<file path="src/rtl/btn_press_encoder.sv">
// Keypad front end: synchronises and debounces four push-buttons, then emits
// one strobe with the captured pattern for each new press after a full release.
module btn_press_encoder #(
   parameter int DEBOUNCE_CYCLES = 1_000_000,
   parameter int CNT_W           = $clog2(DEBOUNCE_CYCLES)
) (
   input  logic       clk,
   input  logic       rst_n,
   input  logic [3:0] btn_raw,
   output logic [3:0] btn,
   output logic       is_a_key_pressed,
   output logic       key_held
);

   localparam logic [CNT_W-1:0] CNT_MAX = CNT_W'(DEBOUNCE_CYCLES - 1);

   typedef enum logic [1:0] {
      INIT    = 2'd0,
      IDLE    = 2'd1,
      PRESSED = 2'd2
   } state_t;

   logic [3:0]       s1;
   logic [3:0]       s2;
   logic [3:0]       cand;
   logic [CNT_W-1:0] cnt;
   logic [3:0]       deb;
   state_t           state;
   state_t           next_state;
   logic             load_press;

   always_ff @(posedge clk or negedge rst_n) begin
      if (!rst_n) begin
         s1 <= 4'd0;
         s2 <= 4'd0;
      end else begin
         s1 <= btn_raw;
         s2 <= s1;
      end
   end

   // deb resets to all-ones so a button held through reset looks "already
   // pressed" and can never produce a strobe until it is released.
   always_ff @(posedge clk or negedge rst_n) begin
      if (!rst_n) begin
         cand <= 4'd0;
         cnt  <= '0;
         deb  <= 4'hF;
      end else if (s2 != cand) begin
         cand <= s2;
         cnt  <= '0;
      end else if (cand != deb) begin
         if (cnt == CNT_MAX) begin
            deb <= cand;
            cnt <= '0;
         end else begin
            cnt <= cnt + CNT_W'(1);
         end
      end else begin
         cnt <= '0;
      end
   end

   always_ff @(posedge clk or negedge rst_n) begin
      if (!rst_n) state <= INIT;
      else        state <= next_state;
   end

   always_comb begin
      next_state = state;
      load_press = 1'b0;
      unique case (state)
         INIT:    if (deb == 4'd0) next_state = IDLE;
         IDLE:    if (deb != 4'd0) begin
                     next_state = PRESSED;
                     load_press = 1'b1;
                  end
         PRESSED: if (deb == 4'd0) next_state = IDLE;
         default: next_state = INIT;
      endcase
   end

   always_ff @(posedge clk or negedge rst_n) begin
      if (!rst_n) begin
         btn              <= 4'd0;
         is_a_key_pressed <= 1'b0;
      end else begin
         is_a_key_pressed <= load_press;
         if (load_press) btn <= deb;
      end
   end

   always_comb begin
      key_held = (state == PRESSED);
   end

endmodule

</file>
<file path="config.mk">
export PLATFORM = sky130hd
export DESIGN_NAME = btn_press_encoder
export DESIGN_NICKNAME = d
export VERILOG_FILES = /design/src/rtl/btn_press_encoder.sv
export SDC_FILE = /design/constraint.sdc
export NUM_CORES = 1
export LEC_CHECK = 0
export ABC_AREA = 0
export CAP_MARGIN = 20
export CORE_ASPECT_RATIO = 1.25
export CORE_MARGIN = 2
export CORE_UTILIZATION = 39
export DETAILED_ROUTE_END_ITERATION = 10
export GPL_ROUTABILITY_DRIVEN = 0
export PLACE_DENSITY = 0.6
export SLEW_MARGIN = 10
export SYNTH_ARGS = -nofsm -noshare
export SYNTH_HDL_FRONTEND = slang
export SYNTH_SLANG_ARGS = --single-unit
</file>
<file path="constraint.sdc">
create_clock -name clk -period 2.2 [get_ports clk]
set_input_delay 0.44 -clock clk [delete_from_list [all_inputs] [get_ports clk]]
set_output_delay 0.44 -clock clk [all_outputs]
set_load 0.05 [all_outputs]
</file>
Word-level counts from Yosys, hierarchy flattened
Index checks and enable logic that the tools add are counted.
- register bits after elaboration: 43
- latch bits: 0
- RAM bits: 0
- ROM bits: 0
- input port bits: 6
- output and inout bits: 6
- logic and storage cells: 31
- memories: 0
- $add $sub $neg: 1
- multiply operators: 0
- divide/modulo/power cells: 0
- order comparisons: 0
- equal/unequal tests: 7
- shift-type cells: 0
- mux-type cells: 8
- bitwise operators: 1
- reduce and logical (&&, ||, !) cells: 6
- operators by type and width (kind ; number):
    $mux W20 ; 3
    $add A20 B1 Y20 const B ; 1
    $eq A20 B20 Y1 const B ; 1
    $ne A4 B4 Y1 ; 2
    $logic_not A4 Y1 ; 1
    $mux W2 ; 2
    $pmux W2 S2 ; 1
    $reduce_bool A4 Y1 ; 1
    $reduce_and A3 Y1 ; 1
    $eq A2 B1 Y1 const B ; 1
    $eq A2 B2 Y1 const B ; 1
    $logic_not A2 Y1 ; 1
    $mux W1 ; 2
    $ne A2 B1 Y1 const B ; 1
    $ne A2 B2 Y1 const B ; 1
    $reduce_and A2 Y1 ; 1
    $reduce_or A2 Y1 ; 1
    $not A1 Y1 ; 1

Longest topological paths before layout
- word-level depth: 4
- depth in mapped cells: 6
- gate-level depth less buffers: 5

Worst setup path before layout
Ideal clock, no wire load.
- kind: register to register
- start point: reg cnt[12]
- end point: reg deb[0]
- library setup time: 0.085 ns
- data arrival time: 2.069 ns
- required time: 2.115 ns
- slack: 0.047 ns
- cell stages (with the launch flop): 5
- buffers on the path: 0
- clock period less this slack: 2.153 ns
- path through: dfrtp_1 or4b_1 or4_4 nor4b_4 mux2_1
- word-level cells in the longest chain between the ends: 2
- RTL lines (what ; line ; text):
    from (decl) ; 26 ; logic [CNT_W-1:0] cnt;
    from (signal assigned) ; 57 ; cnt <= cnt + CNT_W'(1);
    $eq A20 B20 Y1 ; 53 ; if (cnt == CNT_MAX) begin
    $reduce_and A3 Y1 (no source line) ; - ;
    to (signal assigned) ; 54 ; deb <= cand;
    to (decl) ; 27 ; logic [3:0] deb;
No other way between the ends.
A chain may end at the register's enable or synchronous reset.

Worst setup path after layout
- start point: reg cnt[15]
- end point: reg deb[2]
The elaborated chain is that of the path after synthesis.

==> qor.csv <==
metric;value;unit
status;finished with violations;
failed_checks;setup timing;
cts_buffers;5;
p_leak;0.000889;uW
routed_wirelength;3.48;mm
rrSetupSlack;-0.02;ns
grt_pass1_vias;1248;
ant_nets;0;
vias;1268;
syn_area_per_cell;11.7;um2
h-tree-depth;2;
max-vdd-ir-drop;0.390;mV
viasPerCell;5.26;
syn-cell-area;1870;um2
clk_pin_slew_worst_paths;0.08;ns
wire_per_inst;14.4;um
path_buf_inv;0;
async_flop_share;100;%
synthDistinctLibCells;32;
cts_hold_buffers;0;
drc;0;
crit_path_cell_trace;or4b_1, or4_4, nor4b_4, mux2_1;
synth_flop_cell;dfrtp_1;
rsz0062_at_grt;yes;
cts_tree;yes;
yosysSeqAreaShare;57.8;%
period_minus_slack;2.22;ns
cp.required;2.42;ns
hold_class;in2async;
synth_edf_count;0;
synthCells;160;
antenna_found_initial;0;
relSlewSlack;61.1;%
place_ws;-0.0379;ns
dr.pass1.iters;4;
path_delay_family;simple AND/OR/NAND/NOR gates;
start_util;39.9;%
r2r-start;cnt[15];
clock-sinks;43;
diodes;0;
cap_violations;0;
fp.coreArea;4690;um2
nets;187;
ys_ff_latch;43;
reg2reg_depth;4;
slowest_delay;0.55;ns
synth_nets;167;
area.growth.synth_to_final;20.1;%
endpoint_kind;register;
cp-start-kind;register;
cp_data_arrival_time;2.45;ns
root_buffer;clkbuf_8;
hold_viol;0;
fmax;450;MHz
report.final.slew_viol_count;0;
die-area;5370;um2
ys_warn_count;0;
critPathMaxFanout;4;
grt_max_degree;44;
r2r-end;deb[2];
cts_buffer_depth;2;
postCtsResizedCells;0;
fin_crit_sh;101;%
core.rowCount;28;
portBuffers;11;
track_usage;14.4;%
grt_pass1_wl;5.75;mm
grt_overflow;0;
p_total;1570;uW
postCtsSetupRepairBufs;0;
setup_tns;-0.0813;ns
clk_latency;0.30;ns
drtIter0Drc;81;
worst_pin_slew;0.578;ns
die_w;66.0;um
powerDensity;698;nW/um2
setup_violations;4;
dp_hpwl;2.36;mm
drive_above_1_share;15.5;%
ios;12;
cp_slowest_cell;or4_4;
setup_ws;-0.0245;ns
fp.dieH;81.5;um
clock_skew;0.0108;ns
crit_type;reg2reg;
[registers in the layout, summed over array words and instances (netlist names)]
register	count
deb	4
s2	4
cand	4
btn	4
s1	4
state	2
is_a_key_pressed	1
cnt	20
[layout by cell type, fill, tap and decap left out]
cell type,count
o31ai_1,2
buf_2,1
ha_1,1
or4_1,4
o21a_1,1
nor4_1,5
nand2_1,7
or3_1,4
or4b_2,2
nand3_1,5
o21ai_0,1
nor2b_1,2
o41ai_1,2
a211oi_1,5
dfrtp_1,39
xnor2_1,9
nand2b_1,2
nor2_1,3
xor2_1,12
dfstp_2,4
mux2_1,4
clkbuf_8,5
clkdlybuf4s50_1,10
buf_4,11
a22o_1,4
bufinv_16,2
buf_12,1
nand4_1,5
nor3b_1,1
or4b_1,1
clkbuf_1,1
nor4b_4,1
and4_1,1
a21oi_1,1
or4_4,1
inv_1,4
nor3_1,17
[logic make-up (layout without fill, tap and decap cells)]
logic type | count (synthesis) | in the layout | share of synthesized area, %
buffers and inverters | 14 | 35 | 2.94
multiplexers | 4 | 4 | 2.41
AND/OR/NAND/NOR | 61 | 61 | 19.9
flip-flops | 43 | 43 | 57.8
XOR/XNOR | 21 | 21 | 9.83
AO/OA/AOI/OAI | 16 | 16 | 6.55
adder cells (fa/ha/maj) | 1 | 1 | 0.668
[layout make-up]
cell class / instances / area [um2]
clock buffer: 6 / 72.6
clock inverter: 2 / 60.1
fill: 415 / 2450
inverter: 4 / 15.0
multi-input combinational: 103 / 736
sequential: 43 / 1080
tap: 60 / 75.1
timing repair buffer: 23 / 208
[worst max-delay path by stage]
stage                  from  endpoint  slack, ns  cells past startpoint
detailed placement  cnt[15]    deb[3]      -0.04                      4
finish              cnt[15]    deb[2]      -0.02                      4
CTS                 cnt[15]    deb[2]      -0.04                      4
global placement    cnt[15]    deb[1]       0.02                      4
global route        cnt[15]    deb[3]      -0.12                      4
floorplan           cnt[12]    deb[0]       0.05                      4
[power breakdown]
group	total [uW]	leakage (uW)	switching, uW	internal (uW)
Sequential	811	0.000553	9.23	802
Clock	715	0.0000654	261	454
Combinational	43.4	0.000271	27.4	16.0
[per-layer routing]
layer | vias to the layer above | GRT usage, % | share of wire, %
met5 | - | 0 | 0
met4 | 0 | 8.16 | 2.0
met3 | 5 | 3.01 | 3.0
met2 | 20 | 25.2 | 53
met1 | 626 | 16.3 | 42
li1 | 617 | - | -
[worst register-to-register path, stage by stage, from the launching register on]
cell,delay [ns]
dfrtp_1,0.38
or4b_1,0.53
or4_4,0.55
nor4b_4,0.34
mux2_1,0.36
[cell usage after synthesis, drive strengths merged (2+ instances only)]
cell,count,area [um2]
nand2,7,26.3
or4b,3,30.0
clkbuf,8,30.0
dfrtp,39,976
nor4,5,31.3
buf,2,10.0
nor2b,2,12.5
inv,4,15.0
nor3,17,85.1
or3,4,25.0
a22o,4,35.0
o41ai,2,17.5
or4,5,41.3
mux2,4,45.0
o31ai,2,15.0
nand2b,2,12.5
xor2,12,105
dfstp,4,105
a211oi,5,37.5
nand4,5,31.3
xnor2,9,78.8
nand3,5,25.0
nor2,3,11.3
[stage by stage]
step           utilization, %  area, um2  hold WS [ns]  std cells
4_1_cts                  47.9       2250         0.215        241
2_1_floorplan               -       1870         0.144        160
6_report                 47.9       2250         0.208        241
3_3_place_gp             45.0       2110         0.341        233
5_1_grt                  47.9       2250         0.244        241
3_5_place_dp             45.0       2110         0.336        233
(Power assumes the default switching activity.)
